===== config.mk =====
export PLATFORM = sky130hd
export DESIGN_NAME = bin_to_bcd_seq
export DESIGN_NICKNAME = d
export VERILOG_FILES = /design/src/rtl/bin_to_bcd_seq.sv
export SDC_FILE = /design/constraint.sdc
export NUM_CORES = 1
export LEC_CHECK = 0
export ABC_AREA = 1
export CAP_MARGIN = 30
export CORE_AREA = 2 2 71 60
export CTS_CLUSTER_DIAMETER = 100
export CTS_CLUSTER_SIZE = 40
export DETAILED_ROUTE_END_ITERATION = 6
export DIE_AREA = 0 0 73 62
export PLACE_DENSITY = 0.72
export SLEW_MARGIN = 20
export SYNTH_ARGS = -nofsm -noshare
export SYNTH_HDL_FRONTEND = slang
export SYNTH_SLANG_ARGS = --single-unit

===== constraint.sdc =====
create_clock -name CLK -period 1.4 [get_ports CLK]
set_input_delay 0.42 -clock CLK [delete_from_list [all_inputs] [get_ports CLK]]
set_output_delay 0.42 -clock CLK [all_outputs]
set_load 0.1 [all_outputs]

===== src/rtl/bin_to_bcd_seq.sv =====
// rtl/bin_to_bcd_seq.sv - iterative double-dabble binary-to-BCD converter, one adjust-and-shift step per clock
module bin_to_bcd_seq #(
    parameter int BIN_W  = 8,
    parameter int DIGITS = 3
) (
    input  logic                  CLK,
    input  logic                  RST,
    input  logic                  START,
    input  logic [BIN_W-1:0]      BIN,
    output logic                  BUSY,
    output logic                  DONE,
    output logic [4*DIGITS-1:0]   BCD,
    output logic                  OVF
);
    localparam int SCR_W = 4 * DIGITS;
    localparam int CNT_W = $clog2(BIN_W + 1);
    localparam logic [CNT_W-1:0] LAST = CNT_W'(BIN_W - 1);

    typedef enum logic {
        IDLE = 1'b0,
        RUN  = 1'b1
    } state_t;

    state_t             state;
    logic [BIN_W-1:0]   bin_sh;
    logic [SCR_W-1:0]   scratch;
    logic               ovf_acc;
    logic [CNT_W-1:0]   cnt;

    logic [SCR_W-1:0]   adjusted;
    logic [SCR_W-1:0]   shifted;
    logic               carry_out;

    // All digits are adjusted from the pre-step value, then shifted as one word
    always_comb begin
        adjusted = '0;
        for (int i = 0; i < DIGITS; i++) begin
            if (scratch[4*i +: 4] >= 4'd5)
                adjusted[4*i +: 4] = scratch[4*i +: 4] + 4'd3;
            else
                adjusted[4*i +: 4] = scratch[4*i +: 4];
        end
        carry_out = adjusted[SCR_W-1];
        shifted   = {adjusted[SCR_W-2:0], bin_sh[BIN_W-1]};
    end

    assign BUSY = (state == RUN);

    always_ff @(posedge CLK) begin
        if (RST) begin
            state   <= IDLE;
            bin_sh  <= '0;
            scratch <= '0;
            ovf_acc <= 1'b0;
            cnt     <= '0;
            DONE    <= 1'b0;
            BCD     <= '0;
            OVF     <= 1'b0;
        end else begin
            DONE <= 1'b0;
            case (state)
                IDLE: begin
                    if (START) begin
                        bin_sh  <= BIN;
                        scratch <= '0;
                        ovf_acc <= 1'b0;
                        cnt     <= '0;
                        state   <= RUN;
                    end
                end
                RUN: begin
                    bin_sh  <= bin_sh << 1;
                    scratch <= shifted;
                    ovf_acc <= ovf_acc | carry_out;
                    cnt     <= cnt + CNT_W'(1);
                    // Result and overflow are published only on the final step
                    if (cnt == LAST) begin
                        BCD   <= shifted;
                        OVF   <= ovf_acc | carry_out;
                        DONE  <= 1'b1;
                        state <= IDLE;
                    end
                end
                default: state <= IDLE;
            endcase
        end
    end
endmodule


## Word-level counts from Yosys, hierarchy flattened

Index checks and enable logic that the tools add are counted.

- $add $sub $neg: 4
- Magnitude comparators: 3
- Eq/ne operators: 2
- Multiplexer cells: 15
- Bitwise logic cells: 2
- Reductions and logical operators: 2

Operators with widths:

| operator | count |
|---|---|
| case mux 12 bit (2 select lines) | 1 |
| two-way mux 4 bit | 4 |
| case mux 8 bit (2 select lines) | 1 |
| adder 4 x 2 -> 4 bit (second input constant) | 3 |
| >= comparator 4 x 3 -> 1 bit (second input constant) | 3 |
| two-way mux 12 bit | 1 |
| two-way mux 8 bit | 1 |
| case mux 4 bit (2 select lines) | 1 |
| adder 4 x 1 -> 4 bit (second input constant) | 1 |
| equality test 4 x 3 -> 1 bit (second input constant) | 1 |
| two-way mux 1 bit | 4 |
| case mux 1 bit (2 select lines) | 2 |
| inequality test 2 bit (second input constant) | 1 |
| AND reduction 2 bit | 1 |
| OR reduction 2 bit | 1 |
| inverter 1 bit | 1 |
| bitwise OR 1 bit | 1 |

- Bits in registers: 40
- Logic and storage cells: 36

## Depth between registers and ports, before layout

Gate-level depths: netlist of run 1.

- Depth in word-level cells: 4
- Mapped depth: 8
- Depth with buffers taken out: 8

## Least setup slack after synthesis of run 1

No wires, ideal clock.

- Path kind: flip-flop to flip-flop
- From: register state (netlist: BUSY)
- To: register BCD[10]
- Setup time: 0.115 ns
- Arrival: 1.717 ns
- Required time: 1.285 ns
- Slack: -0.432 ns
- Stages on the path, launching flop included: 7
- Buffers on the path: 1
- Period minus slack after synthesis: 1.832 ns
- Cell sequence: dfxtp_1 -> nand2_2 -> nor3_4 -> nor2_1 -> buf_2 -> nand2_1 -> nand2_1

- Cells in the longest elaborated chain, start to end: 1

Ends and longest elaborated chain:

| item | line | source |
|---|---|---|
| from (decl) | 24 | `state_t state;` |
| from (signal assigned) | 51 | `state <= IDLE;` |
| from (signal assigned) | 68 | `state <= RUN;` |
| from (signal assigned) | 81 | `state <= IDLE;` |
| AND reduction 2 bit (no source line) | n/a |  |
| to (signal assigned) | 78 | `BCD <= shifted;` |
| to (decl) | 12 | `output logic [4*DIGITS-1:0] BCD,` |

Every way passes these cells.
A chain may end at the register's enable or synchronous reset.

## Worst setup path in the final report of run 1

- From: register state (netlist: BUSY)
- To: output port BUSY

RTL lines:

| item | line | source |
|---|---|---|
| to (decl) | 10 | `output logic BUSY,` |

No word-level cell between the ends.

==> flow_metrics.env, run 1 <==
export IMPL_status="finished, final reports clean"
export IMPL_cp_startpoint="BUSY"
export IMPL_ant_nets=0
export IMPL_clock_latency_ns=0.30
export IMPL_clock_path_buffers=2
export IMPL_powerDensity_nw_per_um2=826.7
export IMPL_pwr_share_comb=0.112
export IMPL_grt_pass1_wl_um=7051
export IMPL_r2r_cells=7
export IMPL_place_gp_congestion=0.7804
export IMPL_worstHoldPathCells=2
export IMPL_dp_hpwl_um=2943
export IMPL_die_w_um=73
export IMPL_detail_route_iter0_violations=90
export IMPL_start_util=0.4656
export IMPL_drv_slew=0
export IMPL_io_pins=26
export IMPL_regArea_sq_um=807.0
export IMPL_crit_fanout=8
export IMPL_fin_nets=322
export IMPL_grt_antenna_before_repair=0
export IMPL_fillCellCount=323
export IMPL_cts_tree="yes"
export IMPL_final_setup_tns_ns=0
export IMPL_rsz0062_at_grt="yes"
export IMPL_synth_seq_cells=40
export IMPL_fmaxAchievable_ghz=0.7368
export IMPL_crit_type="reg2out"
export IMPL_syn_inst=258
export IMPL_yosysTopAreaCellShare=0.4393
export IMPL_cts_clk_slew_worst_paths_ns=0.07
export IMPL_core_area_sq_um=3915
export IMPL_syn_nets=276
export IMPL_hold_class="reg2reg"
export IMPL_synth_area_leaders="dfxtp_1, nand2_1, nand3_1"
export IMPL_wl_per_cell_um=12.11
export IMPL_grt_max_degree=18
export IMPL_vias=1764
export IMPL_p_total_mw=2.128
export IMPL_yosysTopAreaCell="dfxtp_1"
export IMPL_required_ns=0.98
export IMPL_min_period_ns=1.357
export IMPL_yosysSeqAreaShare=0.4393
export IMPL_grt_pass1_vias=1617
export IMPL_drive_gt1_frac=0.2072
export IMPL_syn_to_final_growth_pct=41.18
export IMPL_syn_area_sq_um=1823
export IMPL_maxCapViolCount=0
export IMPL_die_y_um=62
export IMPL_antenna_cells=0
export IMPL_tightest_slew_ns=0.3039
export IMPL_swShare=0.2412
export IMPL_leakagePower_nw=1.155
export IMPL_grt_ovfl_total=0
export IMPL_r2r_setup_slack_ns=0.06
export IMPL_p_seq_frac=0.548
export IMPL_internal_power_mw=1.614
export IMPL_multi_input_area_sq_um=864.6
export IMPL_startpoint_type="flip-flop"
export IMPL_hold_viol_final=0
export IMPL_r2r_start="cnt[1]"
export IMPL_cts_max_level=2
export IMPL_cp_arrival_ns=0.94
export IMPL_slew_limit_headroom=0.7969
export IMPL_ys_types=22
export IMPL_cts_num_sinks=40
export IMPL_drtPass1Iterations=4
export IMPL_numPortBuffers=25
export IMPL_post_route_period_util=0.9695
export IMPL_skew_ns=0.005458
export IMPL_pwr_share_clk=0.340
export IMPL_r2r_end="BCD[0]"
export IMPL_rows=21
export IMPL_drc=0
export IMPL_worstSetupEndpointType="primary output"
export IMPL_grt_use_total=0.2100
export IMPL_routed_wl_um=4237
export IMPL_syn_area_per_cell_sq_um=7.066
export IMPL_vias_per_cell=5.040
export IMPL_ctsRootBufferMaster="clkbuf_8"
export IMPL_ir_drop_v=0.0005134
export IMPL_synth_warnings=0
export IMPL_net_switching_power_mw=0.5132
export IMPL_setup_violations=0
export IMPL_min_to="scratch[0]"
export IMPL_die_area_sq_um=4526
export IMPL_hp_start="bin_sh[7]"
export IMPL_cts_buffers=5
power groups by stage:
stage               Sequential [mW]  Clock (mW)  Combinational (mW)
floorplan                      1.21           0              0.0910
global placement               1.19           0               0.203
detailed placement             1.19           0               0.205
CTS                            1.17       0.741               0.231
global route                   1.17       0.792               0.257
finish                         1.17       0.723               0.238
how the worst max path moves through the flow:
| stage | to | slack (ns) | cells past startpoint |
|---|---|---|---|
| 4_1_cts | scratch[5] | 0.003 | 8 |
| 3_3_place_gp | BCD[2] | -0.38 | 4 |
| 2_1_floorplan | BCD[0] | 0.06 | 0 |
| 6_report | BUSY | 0.04 | 2 |
| 5_1_grt | scratch[5] | -0.04 | 8 |
| 3_5_place_dp | BCD[3] | -0.45 | 4 |
sequential cells by signal, summed over array words and instances (netlist names):
register	count
BCD	12
BUSY	1
DONE	1
OVF	1
bin_sh	8
cnt	4
ovf_acc	1
scratch	12
per-stage QoR:
stage | instances | hold WS (ns) | utilization | area, sq um | setup WS [ns]
floorplan | 258 | 0.4363 | - | 1827 | 0.05538
global placement | 336 | 0.4488 | 0.6088 | 2384 | -0.3834
detailed placement | 336 | 0.4544 | 0.6088 | 2384 | -0.4514
CTS | 346 | 0.4681 | 0.6433 | 2519 | 0.003328
global route | 350 | 0.4861 | 0.6574 | 2574 | -0.03758
finish | 350 | 0.4641 | 0.6574 | 2574 | 0.04270
final cells by class:
| type | instances | share of cell area |
|---|---|---|
| flip-flops and latches | 40 | 0.3136 |
| inverters | 34 | 0.05153 |
| multi-input cells | 174 | 0.3359 |
| repair buffers | 49 | 0.2465 |
| well taps | 46 | 0.02236 |
| clock buffers | 6 | 0.02820 |
| clock inverters | 1 | 0.001945 |
cell usage after synthesis (all sizes together):
library cell  instances
nor2                 12
o21ai                19
dfxtp                40
a22oi                 2
nand4                 1
a21oi                16
o22ai                 1
inv                  34
o211ai                1
nand2                79
nand3                32
buf                   8
o31ai                 1
nor3                  2
o21a                  1
clkbuf                2
ha                    7
cell families after synthesis:
family	count (synthesis)	synth area share
AOI/OAI and AO/OA	41	0.1201
adders and majority gates	7	0.04804
buffers and inverters	44	0.09952
DFF	40	0.4393
and+or+nand+nor	126	0.2931
cells in the final DEF (no fill, tap or decap), drive strengths merged, types with 2 or more instances in the layout:
master         count
nor3               2
nor2              12
o21ai             19
nand3             32
nand2             79
buf               38
dfxtp             40
ha                 7
a21oi             16
clkbuf             6
clkdlybuf4s50     10
a22oi              2
inv               34
layer usage:
layer	vias to the layer above	GRT usage	routed length [um]	part of all wire
li1	917	-	-	-
met1	803	0.2515	1962	0.46
met2	31	0.3539	2021	0.48
met3	13	0.05968	139	0.033
met4	0	0.1005	114	0.027
met5	-	0	0	0
what timing repair did:
item	in CTS	in global routing
endpoints found under the setup margin	17	21
gates cloned	1	0
pin swaps	0	4
resized for setup	4	16
hold buffers	0	0
buffers inserted	2	4
worst max-delay path: stages, from the launching register on:
cell and delay (ns):
dfxtp_4 0.35, buf_12 0.13, buf_12 0.16
No activity file was read; power rests on OpenSTA's default activity.
==> run 2, diff against run 1 <==
--- a/config.mk
+++ b/config.mk
@@ -7,11 +7,11 @@
 export LEC_CHECK = 0
 export ABC_AREA = 1
 export CAP_MARGIN = 30
-export CORE_AREA = 2 2 71 60
+export CORE_AREA = 10 10 79 68
 export CTS_CLUSTER_DIAMETER = 100
 export CTS_CLUSTER_SIZE = 40
 export DETAILED_ROUTE_END_ITERATION = 6
-export DIE_AREA = 0 0 73 62
+export DIE_AREA = 0 0 89 78
 export PLACE_DENSITY = 0.72
 export SLEW_MARGIN = 20
 export SYNTH_ARGS = -nofsm -noshare
==> run 2 against run 1 <==
  * Cell area grew 3.5%
  * Worst setup slack got worse by 0.016 ns
  * Via count is 3.1% higher
  * Largest power group unchanged
  * Cell count increased by 1.1%
  * Critical endpoint unchanged
  * Die area grew 53%
==> flow_metrics.env, run 2 (same netlist as run 1, synthesis figures left out) <==
export IMPL_vias_per_cell=5.138
export IMPL_syn_to_final_growth_pct=46.12
export IMPL_required_ns=0.98
export IMPL_net_switching_power_mw=0.5529
export IMPL_powerDensity_nw_per_um2=886.7
export IMPL_regArea_sq_um=812.0
export IMPL_ant_nets=0
export IMPL_grt_pass1_vias=1663
export IMPL_r2r_setup_slack_ns=0.06
export IMPL_internal_power_mw=1.809
export IMPL_cp_endpoint="BUSY"
export IMPL_leakagePower_nw=1.197
export IMPL_skew_ns=0.008584
export IMPL_cts_max_level=2
export IMPL_vias=1819
export IMPL_top_regs="BCD: 12 flops, scratch: 12 flops, bin_sh: 8 flops"
export IMPL_fillCellCount=301
export IMPL_final_common_cell="nand2_1"
export IMPL_antenna_cells=0
export IMPL_r2r_start="cnt[0]"
export IMPL_slew_limit_headroom=0.7801
export IMPL_fmaxAchievable_ghz=0.7280
export IMPL_mostFrequentLayoutCells="nand2_1, dfxtp_1, nand3_1"
export IMPL_r2r_cells=8
export IMPL_grt_antenna_before_repair=0
export IMPL_setup_violations=0
export IMPL_r2r_end="BCD[4]"
export IMPL_die_area_sq_um=6942
export IMPL_cts_hold_fix_buffers=0
export IMPL_drc=0
export IMPL_startpoint_type="flip-flop"
export IMPL_rows=21
export IMPL_tightest_slew_ns=0.3264
export IMPL_dp_hpwl_um=3122
export IMPL_detail_route_iter0_violations=89
export IMPL_cts_num_sinks=40
export IMPL_fin_nets=325
export IMPL_grt_ovfl_total=0
export IMPL_crit_fanout=10
export IMPL_clock_latency_ns=0.30
export IMPL_io_pins=26
export IMPL_fin_util=0.6804
export IMPL_routed_wl_um=4635
export IMPL_wl_per_cell_um=13.09
export IMPL_start_util=0.4656
export IMPL_cts_buffers=5
export IMPL_ir_drop_v=0.0006265
export IMPL_cts_tree="yes"
export IMPL_status="finished, final reports clean"
export IMPL_numPortBuffers=25
export IMPL_ctsRootBufferMaster="clkbuf_8"
export IMPL_worstSetupEndpointType="primary output"
export IMPL_place_gp_congestion=0.8137
export IMPL_worst_slack_ns=0.02639
export IMPL_post_route_period_util=0.9811
export IMPL_cp_startpoint="BUSY"
export IMPL_min_period_ns=1.374
export IMPL_grt_max_degree=19
export IMPL_drive_gt1_frac=0.2273
export IMPL_clock_path_buffers=2
export IMPL_dp_slack_ns=-0.4746
export IMPL_pwr_share_comb=0.104
export IMPL_hold_class="reg2reg"
export IMPL_cp_arrival_ns=0.95
export IMPL_multi_input_area_sq_um=882.1
export IMPL_pwr_share_clk=0.402
export IMPL_die_w_um=89
export IMPL_drv_slew=0
export IMPL_p_seq_frac=0.493
export IMPL_maxCapViolCount=0
export IMPL_swShare=0.2341
export IMPL_core_area_sq_um=3915
export IMPL_crit_type="reg2out"
export IMPL_hold_viol_final=0
export IMPL_grt_pass1_wl_um=7334
export IMPL_rsz0062_at_grt="yes"
export IMPL_die_y_um=78
export IMPL_drtPass1Iterations=5
export IMPL_grt_use_total=0.1328
export IMPL_cts_clk_slew_worst_paths_ns=0.07
## run 2: power groups by stage
stage          sequential [mW]  clock, mW  combinational (mW)
3_3_place_gp              1.19          0               0.203
6_report                  1.17      0.950               0.247
2_1_floorplan             1.21          0              0.0910
4_1_cts                   1.17      0.950               0.229
3_5_place_dp              1.19          0               0.206
5_1_grt                   1.17      0.991               0.269
## run 2: how the worst min path moves through the flow
stage | start | to | slack, ns | cells after the start
3_5_place_dp | ovf_acc | ovf_acc | 0.46 | 2
5_1_grt | bin_sh[7] | scratch[0] | 0.49 | 2
6_report | bin_sh[7] | scratch[0] | 0.45 | 2
4_1_cts | bin_sh[7] | scratch[0] | 0.47 | 2
3_3_place_gp | bin_sh[7] | scratch[0] | 0.45 | 2
2_1_floorplan | bin_sh[7] | scratch[0] | 0.44 | 2
## run 2: layout make-up
| type | count | share of cell area |
|---|---|---|
| clock buffers | 6 | 0.02724 |
| clock inverters | 2 | 0.01315 |
| inverters | 34 | 0.04885 |
| multi-input cells | 174 | 0.3311 |
| flip-flops and latches | 40 | 0.3048 |
| well taps | 46 | 0.02161 |
| repair buffers | 52 | 0.2532 |
## run 2: repair_timing
action                     CTS  global route
setup buffers                1             8
resized for setup            4            25
gates cloned                 1             0
setup endpoints to repair   17            23
pin swaps                    0             5
## run 2: worst max-delay path, stage by stage, from the launching register on
cell     delay, ns
dfxtp_4       0.36
buf_12        0.12
buf_12        0.17
## run 2: through the flow
| stage | std cells | hold WS, ns | power, mW | area, sq um | TNS (ns) |
|---|---|---|---|---|---|
| final | 354 | 0.4521 | 2.362 | 2664 | 0 |
| after global routing | 354 | 0.4930 | 2.427 | 2664 | -0.1430 |
| after CTS | 346 | 0.4654 | 2.345 | 2541 | 0 |
| after detailed placement | 336 | 0.4563 | 1.399 | 2384 | -9.901 |
| after global placement | 336 | 0.4494 | 1.396 | 2384 | -8.766 |
| after floorplan | 258 | 0.4363 | 1.298 | 1827 | 0 |
## run 2: routing by layer
| metal | track usage | vias up | share of wire |
|---|---|---|---|
| li1 | - | 926 | - |
| met1 | 0.1489 | 844 | 0.43 |
| met2 | 0.2257 | 37 | 0.50 |
| met3 | 0.03445 | 12 | 0.047 |
| met4 | 0.06667 | 0 | 0.020 |
| met5 | 0 | - | 0 |
==> run 3, diff against run 2 <==
--- a/config.mk
+++ b/config.mk
@@ -5,13 +5,12 @@
 export SDC_FILE = /design/constraint.sdc
 export NUM_CORES = 1
 export LEC_CHECK = 0
-export ABC_AREA = 1
 export CAP_MARGIN = 30
-export CORE_AREA = 10 10 79 68
+export CORE_AREA = 10 10 78 67
 export CTS_CLUSTER_DIAMETER = 100
 export CTS_CLUSTER_SIZE = 40
 export DETAILED_ROUTE_END_ITERATION = 6
-export DIE_AREA = 0 0 89 78
+export DIE_AREA = 0 0 88 77
 export PLACE_DENSITY = 0.72
 export SLEW_MARGIN = 20
 export SYNTH_ARGS = -nofsm -noshare
==> run 3 against run 2 <==
  * Synthesized cell count down 23%
  * Cell area increased by 2.9%
  * Cell count shrank 16%
  * Register-to-register slack worse by 0.05 ns
  * Clock skew is 0.0015 ns lower
  * Core utilization grew 6.4 points
  * Critical endpoint is now scratch[10]
  * Combinational power is 4% higher
  * First-iteration DRC count increased by 21%
  * Count of clock-buffer cells in the layout grew 1
==> flow_metrics.env, run 3 <==
export IMPL_powerDensity_nw_per_um2=899.3
export IMPL_tightest_slew_ns=0.2530
export IMPL_final_setup_tns_ns=0
export IMPL_cp_arrival_ns=1.59
export IMPL_top_regs="BCD: 12 flops, scratch: 12 flops, bin_sh: 8 flops"
export IMPL_grt_use_total=0.1308
export IMPL_r2r_cells=6
export IMPL_post_route_period_util=0.9936
export IMPL_fin_nets=269
export IMPL_skew_ns=0.007105
export IMPL_io_pins=26
export IMPL_leakagePower_nw=1.086
export IMPL_hold_viol_final=0
export IMPL_maxCapViolCount=0
export IMPL_ir_drop_v=0.0007384
export IMPL_yosysTopAreaCellShare=0.4542
export IMPL_startpoint_type="flip-flop"
export IMPL_dp_slack_ns=-0.2812
export IMPL_r2r_setup_slack_ns=0.009
export IMPL_dp_hpwl_um=2829
export IMPL_synth_common_cells="dfxtp_1, a21oi_1, nor2_1, o21ai_1"
export IMPL_cts_num_sinks=40
export IMPL_die_w_um=88
export IMPL_crit_fanout=3
export IMPL_syn_nets=216
export IMPL_numPortBuffers=25
export IMPL_grt_ovfl_total=0
export IMPL_ys_types=34
export IMPL_yosysSeqAreaShare=0.4542
export IMPL_cts_max_level=2
export IMPL_rows=20
export IMPL_rsz0062_at_grt="yes"
export IMPL_worst_slack_ns=0.008984
export IMPL_async_reset_ff_frac=0
export IMPL_r2r_start="scratch[9]"
export IMPL_met1_usage=0.1578
export IMPL_place_gp_congestion=0.8235
export IMPL_crit_type="reg2reg"
export IMPL_synth_seq_cells=40
export IMPL_vias=1607
export IMPL_grt_pass1_wl_um=7231
export IMPL_status="finished, final reports clean"
export IMPL_cts_clk_slew_worst_paths_ns=0.08
export IMPL_synth_edf_count=0
export IMPL_ant_nets=0
export IMPL_clock_path_buffers=2
export IMPL_drive_gt1_frac=0.3611
export IMPL_grt_antenna_before_repair=0
export IMPL_required_ns=1.60
export IMPL_die_area_sq_um=6776
export IMPL_gr_max_usage_layer="met2"
export IMPL_synth_area_leaders="dfxtp_1, a21oi_1, mux2i_1"
export IMPL_core_area_sq_um=3679
export IMPL_grt_use_met2=0.1984
export IMPL_p_total_mw=2.464
export IMPL_wl_per_cell_um=15.41
export IMPL_gr_usage_met3=0.05385
export IMPL_routed_wl_um=4561
export IMPL_hp_start="bin_sh[5]"
export IMPL_worstSetupEndpointType="flip-flop"
export IMPL_drc=0
export IMPL_ctsRootBufferMaster="clkbuf_8"
export IMPL_mostFrequentLayoutCells="dfxtp_1, buf_4, a21oi_1"
export IMPL_synthFlopType="dfxtp_1"
export IMPL_synth_warnings=0
export IMPL_syn_area_sq_um=1763
export IMPL_r2r_end="scratch[10]"
export IMPL_syn_to_final_growth_pct=55.43
export IMPL_setup_violations=0
export IMPL_final_common_cell="dfxtp_1"
export IMPL_yosysTopAreaCell="dfxtp_1"
export IMPL_antenna_cells=0
export IMPL_drtPass1Iterations=6
export IMPL_die_y_um=77
export IMPL_fmaxAchievable_ghz=0.7189
export IMPL_grt_max_degree=16
export IMPL_cts_tree="yes"
export IMPL_min_period_ns=1.391
export IMPL_slew_limit_headroom=0.8301
export IMPL_min_to="bin_sh[6]"
export IMPL_synth_most_common_cell="dfxtp_1"
export IMPL_syn_area_per_cell_sq_um=8.904
export IMPL_clock_latency_ns=0.30
export IMPL_drv_slew=0
export IMPL_worstHoldPathCells=2
export IMPL_detail_route_iter0_violations=108
export IMPL_start_util=0.4793
export IMPL_cts_hold_fix_buffers=0
export IMPL_cts_buffers=5
export IMPL_grt_pass1_vias=1574
export IMPL_hold_class="reg2reg"
export IMPL_syn_inst=198
export IMPL_vias_per_cell=5.429
[run 3: where the power goes]
group | total [mW] | leakage (nW) | internal (mW) | switching [mW]
Sequential | 1.17 | 0.329 | 1.15 | 0.0153
Clock | 1.04 | 0.0645 | 0.629 | 0.410
Combinational | 0.258 | 0.692 | 0.132 | 0.127
[run 3: how the worst max path moves through the flow]
stage / start / cells after the start / endpoint
2_1_floorplan: scratch[4] / 6 / scratch[6]
4_1_cts: scratch[0] / 6 / BCD[2]
3_5_place_dp: START / 5 / scratch[9]
3_3_place_gp: START / 5 / scratch[9]
6_report: scratch[9] / 6 / scratch[10]
5_1_grt: scratch[5] / 6 / scratch[5]
[run 3: cells by family after synthesis]
| kind of cell | count (synthesis) | synth area share |
|---|---|---|
| fa+ha+maj | 7 | 0.04968 |
| buf+inv | 19 | 0.04542 |
| mux | 12 | 0.07381 |
| flops | 40 | 0.4542 |
| simple gates | 61 | 0.1718 |
| compound gates | 56 | 0.1902 |
| xor+xnor | 3 | 0.01491 |
[run 3: layer usage]
layer	routed length (um)	part of all wire
met2	2120	0.46
met3	326	0.071
met4	102	0.022
met1	2011	0.44
met5	0	0
[run 3: final cells by class]
cell class | instances | area (sq um)
multi-input cells | 139 | 979.7
fillers | 240 | 938.4
flip-flops and latches | 40 | 822.0
repair buffers | 55 | 711.9
clock buffers | 7 | 96.34
well taps | 44 | 55.05
inverters | 10 | 45.04
clock inverters | 1 | 30.03
[run 3: stage by stage]
step	cells	area, sq um	hold WS (ns)	utilization
floorplan	198	1767	0.4537	-
global placement	282	2397	0.4674	0.6517
detailed placement	282	2397	0.4704	0.6517
CTS	292	2595	0.4896	0.7054
global route	296	2740	0.5058	0.7449
finish	296	2740	0.4834	0.7449
[run 3: critical path, stage by stage (launching register included)]
cell and delay [ns]:
dfxtp_2 0.37, inv_4 0.06, ha_4 0.15, nand2b_4 0.13, a21o_1 0.19, mux2i_2 0.18, a32o_1 0.22
[run 3: what timing repair did]
action	CTS	global route
pin swaps	3	4
resized for setup	13	28
setup buffers	1	3
gates cloned	1	1
setup endpoints to repair	9	22
